[config.mk]
export PLATFORM = sky130hd
export DESIGN_NAME = stereo_matrix_out
export DESIGN_NICKNAME = d
export VERILOG_FILES = /design/src/rtl/stereo_matrix_out.sv
export SDC_FILE = /design/constraint.sdc
export NUM_CORES = 2
export LEC_CHECK = 0
export BUFFER_PORTS_ARGS = -buffer_cell sky130_fd_sc_hd__clkbuf_2
export CAP_MARGIN = 20
export CORE_MARGIN = 10
export CORE_UTILIZATION = 51
export CTS_CLUSTER_DIAMETER = 60
export DETAILED_ROUTE_END_ITERATION = 8
export PLACE_DENSITY = 0.77
export SETUP_SLACK_MARGIN = 0.02
export SLEW_MARGIN = 15
export SYNTH_ARGS = -nofsm -noshare
export SYNTH_HDL_FRONTEND = slang
export SYNTH_SLANG_ARGS = --single-unit
[constraint.sdc]
create_clock -name clock -period 7.6 [get_ports clock]
set_input_delay 0.38 -clock clock [delete_from_list [all_inputs] [get_ports clock]]
set_output_delay 0.38 -clock clock [all_outputs]
set_load 0.01 [all_outputs]
[src/rtl/stereo_matrix_out.sv]
// Stereo L/R matrix decoder: (sum,diff) -> gained L/R pairs into an output FIFO; STEREO_MATRIX_SAT_EN selects clamping.
// Latency 3 cycles pop-to-out_valid, one pair per 3 cycles; sources are not popped while the output FIFO is full.
module stereo_matrix_out #(
    parameter int DATA_WIDTH = 32,
    parameter int FRAC_BITS  = 10,
    parameter int OUT_DEPTH  = 16
) (
    input  logic                        clock,
    input  logic                        reset,
    input  logic [DATA_WIDTH-1:0]       sum_in,
    input  logic                        sum_valid,
    output logic                        sum_rd_en,
    input  logic [DATA_WIDTH-1:0]       diff_in,
    input  logic                        diff_valid,
    output logic                        diff_rd_en,
    input  logic [DATA_WIDTH-1:0]       vol_left,
    input  logic [DATA_WIDTH-1:0]       vol_right,
    input  logic                        mute,
    output logic [DATA_WIDTH-1:0]       left_out,
    output logic [DATA_WIDTH-1:0]       right_out,
    output logic                        out_valid,
    input  logic                        out_rd_en,
    output logic [$clog2(OUT_DEPTH):0]  out_count,
    output logic                        sat_flag
);

    localparam int AW = $clog2(OUT_DEPTH);
    localparam int CW = AW + 1;
    localparam int PW = 2 * DATA_WIDTH + 1;
    localparam logic [1:0] ST_IDLE = 2'd0;
    localparam logic [1:0] ST_ADD  = 2'd1;
    localparam logic [1:0] ST_GAIN = 2'd2;
    localparam logic [CW-1:0] DEPTH_C = CW'(OUT_DEPTH);

    logic [1:0]                   state_q, state_d;
    logic [DATA_WIDTH-1:0]        s_q, d_q;
    logic signed [DATA_WIDTH:0]   l_q, r_q;
    logic [DATA_WIDTH-1:0]        mem_l [OUT_DEPTH];
    logic [DATA_WIDTH-1:0]        mem_r [OUT_DEPTH];
    logic [AW-1:0]                wr_ptr_q, rd_ptr_q;
    logic [CW-1:0]                count_q;
    logic                         pop_in, wr_en, rd_en;
    logic signed [PW-1:0]         prod_l, prod_r, sh_l, sh_r;
    logic [DATA_WIDTH-1:0]        res_l, res_r;

    assign pop_in     = (state_q == ST_IDLE) && sum_valid && diff_valid &&
                        (count_q < DEPTH_C) && !reset;
    assign sum_rd_en  = pop_in;
    assign diff_rd_en = pop_in;
    assign wr_en      = (state_q == ST_GAIN) && !reset;
    assign rd_en      = out_rd_en && (count_q != '0) && !reset;

    always_comb begin
        state_d = state_q;
        case (state_q)
            ST_IDLE: if (pop_in) state_d = ST_ADD;
            ST_ADD:  state_d = ST_GAIN;
            default: state_d = ST_IDLE;
        endcase
    end

    // Full-precision products; >>> on a signed value gives floor division.
    always_comb begin
        prod_l = PW'(l_q) * PW'($signed(vol_left));
        prod_r = PW'(r_q) * PW'($signed(vol_right));
        sh_l   = prod_l >>> FRAC_BITS;
        sh_r   = prod_r >>> FRAC_BITS;
    end

`ifdef STEREO_MATRIX_SAT_EN
    localparam logic signed [DATA_WIDTH-1:0] DMAX = {1'b0, {(DATA_WIDTH-1){1'b1}}};
    localparam logic signed [DATA_WIDTH-1:0] DMIN = {1'b1, {(DATA_WIDTH-1){1'b0}}};
    logic hi_l, lo_l, hi_r, lo_r, sat_q;

    assign hi_l  = sh_l > PW'(DMAX);
    assign lo_l  = sh_l < PW'(DMIN);
    assign hi_r  = sh_r > PW'(DMAX);
    assign lo_r  = sh_r < PW'(DMIN);
    assign res_l = mute ? '0 : hi_l ? DMAX : lo_l ? DMIN : sh_l[DATA_WIDTH-1:0];
    assign res_r = mute ? '0 : hi_r ? DMAX : lo_r ? DMIN : sh_r[DATA_WIDTH-1:0];

    always_ff @(posedge clock) begin
        if (reset)
            sat_q <= 1'b0;
        else if (wr_en && !mute && (hi_l || lo_l || hi_r || lo_r))
            sat_q <= 1'b1;
    end
    assign sat_flag = sat_q;
`else
    logic unused_hi;

    assign res_l     = mute ? '0 : sh_l[DATA_WIDTH-1:0];
    assign res_r     = mute ? '0 : sh_r[DATA_WIDTH-1:0];
    assign unused_hi = ^{sh_l[PW-1:DATA_WIDTH], sh_r[PW-1:DATA_WIDTH]};
    assign sat_flag  = 1'b0;
`endif

    always_ff @(posedge clock) begin
        if (reset) begin
            state_q  <= ST_IDLE;
            s_q      <= '0;
            d_q      <= '0;
            l_q      <= '0;
            r_q      <= '0;
            wr_ptr_q <= '0;
            rd_ptr_q <= '0;
            count_q  <= '0;
        end else begin
            state_q <= state_d;
            if (pop_in) begin
                s_q <= sum_in;
                d_q <= diff_in;
            end
            if (state_q == ST_ADD) begin
                l_q <= $signed({s_q[DATA_WIDTH-1], s_q}) + $signed({d_q[DATA_WIDTH-1], d_q});
                r_q <= $signed({s_q[DATA_WIDTH-1], s_q}) - $signed({d_q[DATA_WIDTH-1], d_q});
            end
            if (wr_en) wr_ptr_q <= wr_ptr_q + AW'(1);
            if (rd_en) rd_ptr_q <= rd_ptr_q + AW'(1);
            count_q <= count_q + CW'(wr_en) - CW'(rd_en);
        end
    end

    always_ff @(posedge clock) begin
        if (wr_en) begin
            mem_l[wr_ptr_q] <= res_l;
            mem_r[wr_ptr_q] <= res_r;
        end
    end

    assign out_valid = (count_q != '0);
    assign out_count = count_q;
    assign left_out  = out_valid ? mem_l[rd_ptr_q] : '0;
    assign right_out = out_valid ? mem_r[rd_ptr_q] : '0;

endmodule

==> impl_metrics.toml <==
[critical_path]
path_buf_inv = 6
required_ps = 8170
worst_path_largest_cell_delay_ps = 640
path_depth = 25
crit_path_frequent_cell = "fa_1"
cp_max_fo = 9
r2r_cells = 25
cpMaxStageDelayCell = "fa_1"
critical_path_class = "register to register"
end_kind = "register"
cpLargestDelayFamily = "adder cells"
cp.arrival_ps = 8070
critPathLaunchType = "register"

[sta]
finalCriticalPeriod_ps = 7502
setup_viol = 0
setup_ws_ps = 98.10
worst_pin_slew_ps = 1214
finalMaxSlewViolations = 0
fin_worst_skew_ps = 72.19
rsz0062_at_grt = "true"
finalHoldViolCount = 0
fin_crit_sh_pct = 98.71
relSlewSlack_pct = 18.77
max_freq_mhz = 133.3

[yosys]
synth_top_area_share_pct = 31.63
synth.largest_area_cell = "edfxtp_1"
yosysSeqAreaShare_pct = 34.67
ys_seq_elements = 1172
synth_edf_count = 1024
ys_warn_count = 0
netlist_instances = 8089
synth_top_flop_cell = "edfxtp_1"
synth.area.top_cells = "edfxtp_1, fa_1, mux4_2, and2_1, inv_1"
synth.cell_area_sq_mm = 0.09723
synth_cell_types = 81
ys_top_cells_by_count = "inv_1, fa_1, and2_1, edfxtp_1, nand2_1"
syn_area_per_cell_sq_um = 12.02
synth_nets = 10010
synth-async-reset-ratio_pct = 0
post-synth-top-count-cell = "inv_1"

[clock_network]
cts.sinks = 1172
cts_made_buffers = 110
cts_tree = "built"
cts_buffer_depth = 3
cts-htree-levels = 3
clockRootBuffer = "clkbuf_16"
clk_pin_slew_ps = 70
clock_latency_ps = 760

[job]
maxCapViolations = 0

[routing]
wire_per_inst_um = 24.92
wirelength_mm = 278.2
first_iter_violations = 6370
drc = 0
dr.pass1.iters = 6
num_vias = 63920
final_antenna_net_count = 0
vias_per_cell = 5.726

[floorplanning]
start_util_pct = 51.23
rows = 160
die-area_sq_mm = 0.2085
die_x_um = 456.6
core_area_sq_mm = 0.1898
num_io_pins = 207
die_y_um = 456.6

[power_and_ir_drop]
ir_worst_vdd_uv = 561.6
total_power_mw = 36.17
powerDensity_mw_per_mm2 = 328.6
power_leakage_nw = 46.78

[finish]
multiInputGateArea_sq_mm = 0.05693
area_growth_pct = 13.20
drive_gt1_share_pct = 16.01
design_area_sq_mm = 0.1101
nNetsFinal = 10470
seqCellArea_sq_mm = 0.03381
fillers = 14600

[global_route]
first_global_vias = 68750
grt_max_degree = 143
grt_pass1_wl_mm = 413.5
grt.total_usage_pct = 25.90
grt_overflow = 0
grt_antenna_before_repair = 23

[placed_design]
place.gp.congestion = 0.9821
pre_cts_ws_ps = -665.3
place_area_sq_mm = 0.1043
portBuffers = 205
hpwlAfterDp_mm = 191.0

[worst_hold_path]
hp-class = "input port to register"
whs_path_depth = 2

[run_status]
outcome = "completed"
-- repair_timing --
item | CTS | global route
buffers inserted | 0 | 31
gates cloned | 1 | 18
hold buffers | 64 | 0
resized for setup | 41 | 128
pin swaps | 2 | 53
endpoints found under the hold margin | 64 | 0
endpoints found under the setup margin | 338 | 417
-- per-stage QoR --
step                      cells  hold slack, ps  utilization [%]  TNS [ps]
after global placement    10830           464.8            54.97    -63460
after floorplan            8089           453.0                -         0
after CTS                 11100           155.7            57.32         0
after global routing      11160           202.7            57.99     -1338
after detailed placement  10830           469.8            54.98   -156420
final                     11160           203.4            58.00         0
-- state kept, by name, summed over array words and instances (netlist names), 4 cells and up, named ones only --
name / count
out_count: 5
s_q: 32
wr_ptr_q: 4
mem_l: 512
l_q: 33
r_q: 32
rd_ptr_q: 4
mem_r: 512
d_q: 32
-- worst paths after layout --
| path | from | to | slack, ps |
|---|---|---|---|
| setup reg to reg | r_q[12] | mem_r[9][31] | 100 |
| hold / removal | reset | d_q[20] | 200 |
| hold reg to reg | d_q[24] | d_q[24] | 480 |
| setup / recovery | r_q[12] | mem_r[9][31] | 100 |
-- worst reg2reg max path, cell delays in order (launching register included) --
cell and delay (ps):
dfxtp_4 350, buf_12 150, buf_12 150, buf_4 170, and2_1 150, fa_1 470, inv_1 50, fa_1 470
inv_1 50, fa_1 510, fa_1 640, fa_1 460, fa_1 520, fa_1 470, fa_1 560, ha_4 230
a21oi_2 140, o21ai_0 100, a21o_1 200, a21oi_2 130, o21ai_1 80, a221oi_2 300, a21boi_2 110, or3_4 390
a21oi_4 290, clkbuf_16 220
-- area by class of cell --
cell class	instances	share of cell area [%]
multi-input cells	5008	51.72
well taps	2511	2.854
clock inverters	75	0.7753
inverters	1458	4.972
diodes	13	0.02956
clock buffers	130	2.578
flip-flops and latches	1172	30.72
repair buffers	797	6.355
-- layer usage --
layer  share of wire, %  wire, um  GRT usage, %  up-vias
met4                6.0     16730         11.83       12
met5              0.030        83             0        -
li1                   -         -             -    26620
met1                 35     98510         32.12    32980
met3                9.3     25930         4.406      782
met2                 49    136900         44.37     3524
-- report_power, final --
| part | switching [mW] | internal, mW |
|---|---|---|
| combinational | 12.4 | 8.08 |
| clock | 2.59 | 3.09 |
| sequential | 0.204 | 9.76 |
| total | 15.2 | 20.9 |
-- cell usage in the layout (no fill, tap or decap), types with 19 or more instances in the layout --
master / Yosys / final
fa_1: 1399 / 1382
nand2_1: 803 / 801
dfxtp_4: 0 / 19
inv_1: 1458 / 1455
dlygate4sd3_1: 0 / 64
buf_12: 0 / 82
ha_1: 391 / 384
nand3_1: 27 / 25
clkbuf_1: 411 / 19
a211oi_1: 37 / 36
clkbuf_2: 0 / 203
nor3_1: 30 / 25
a21oi_1: 201 / 186
mux4_2: 320 / 320
and2_1: 1064 / 1063
edfxtp_1: 1024 / 1024
nor2_4: 0 / 23
a21o_1: 42 / 42
nand2b_1: 29 / 28
xnor2_1: 151 / 150
buf_4: 2 / 411
xor2_1: 60 / 57
clkbuf_16: 0 / 125
clkinv_1: 0 / 21
buf_6: 0 / 20
o21ai_0: 61 / 57
nor2_1: 180 / 147
dfxtp_1: 148 / 111
-- cells by family (layout without fill, tap and decap cells) --
group	after synthesis	in the layout	share of synthesized area, %
adders and majority gates	1790	1790	33.84
other	1	14	0.003857
and+or+nand+nor	2218	2219	11.73
AOI/OAI and AO/OA	463	463	3.015
buffers and inverters	1911	2460	7.396
xor gates and xnor gates	211	211	1.901
muxes	323	324	7.444
DFF	1172	1172	34.67
No activity file was read; power rests on OpenSTA's default activity.
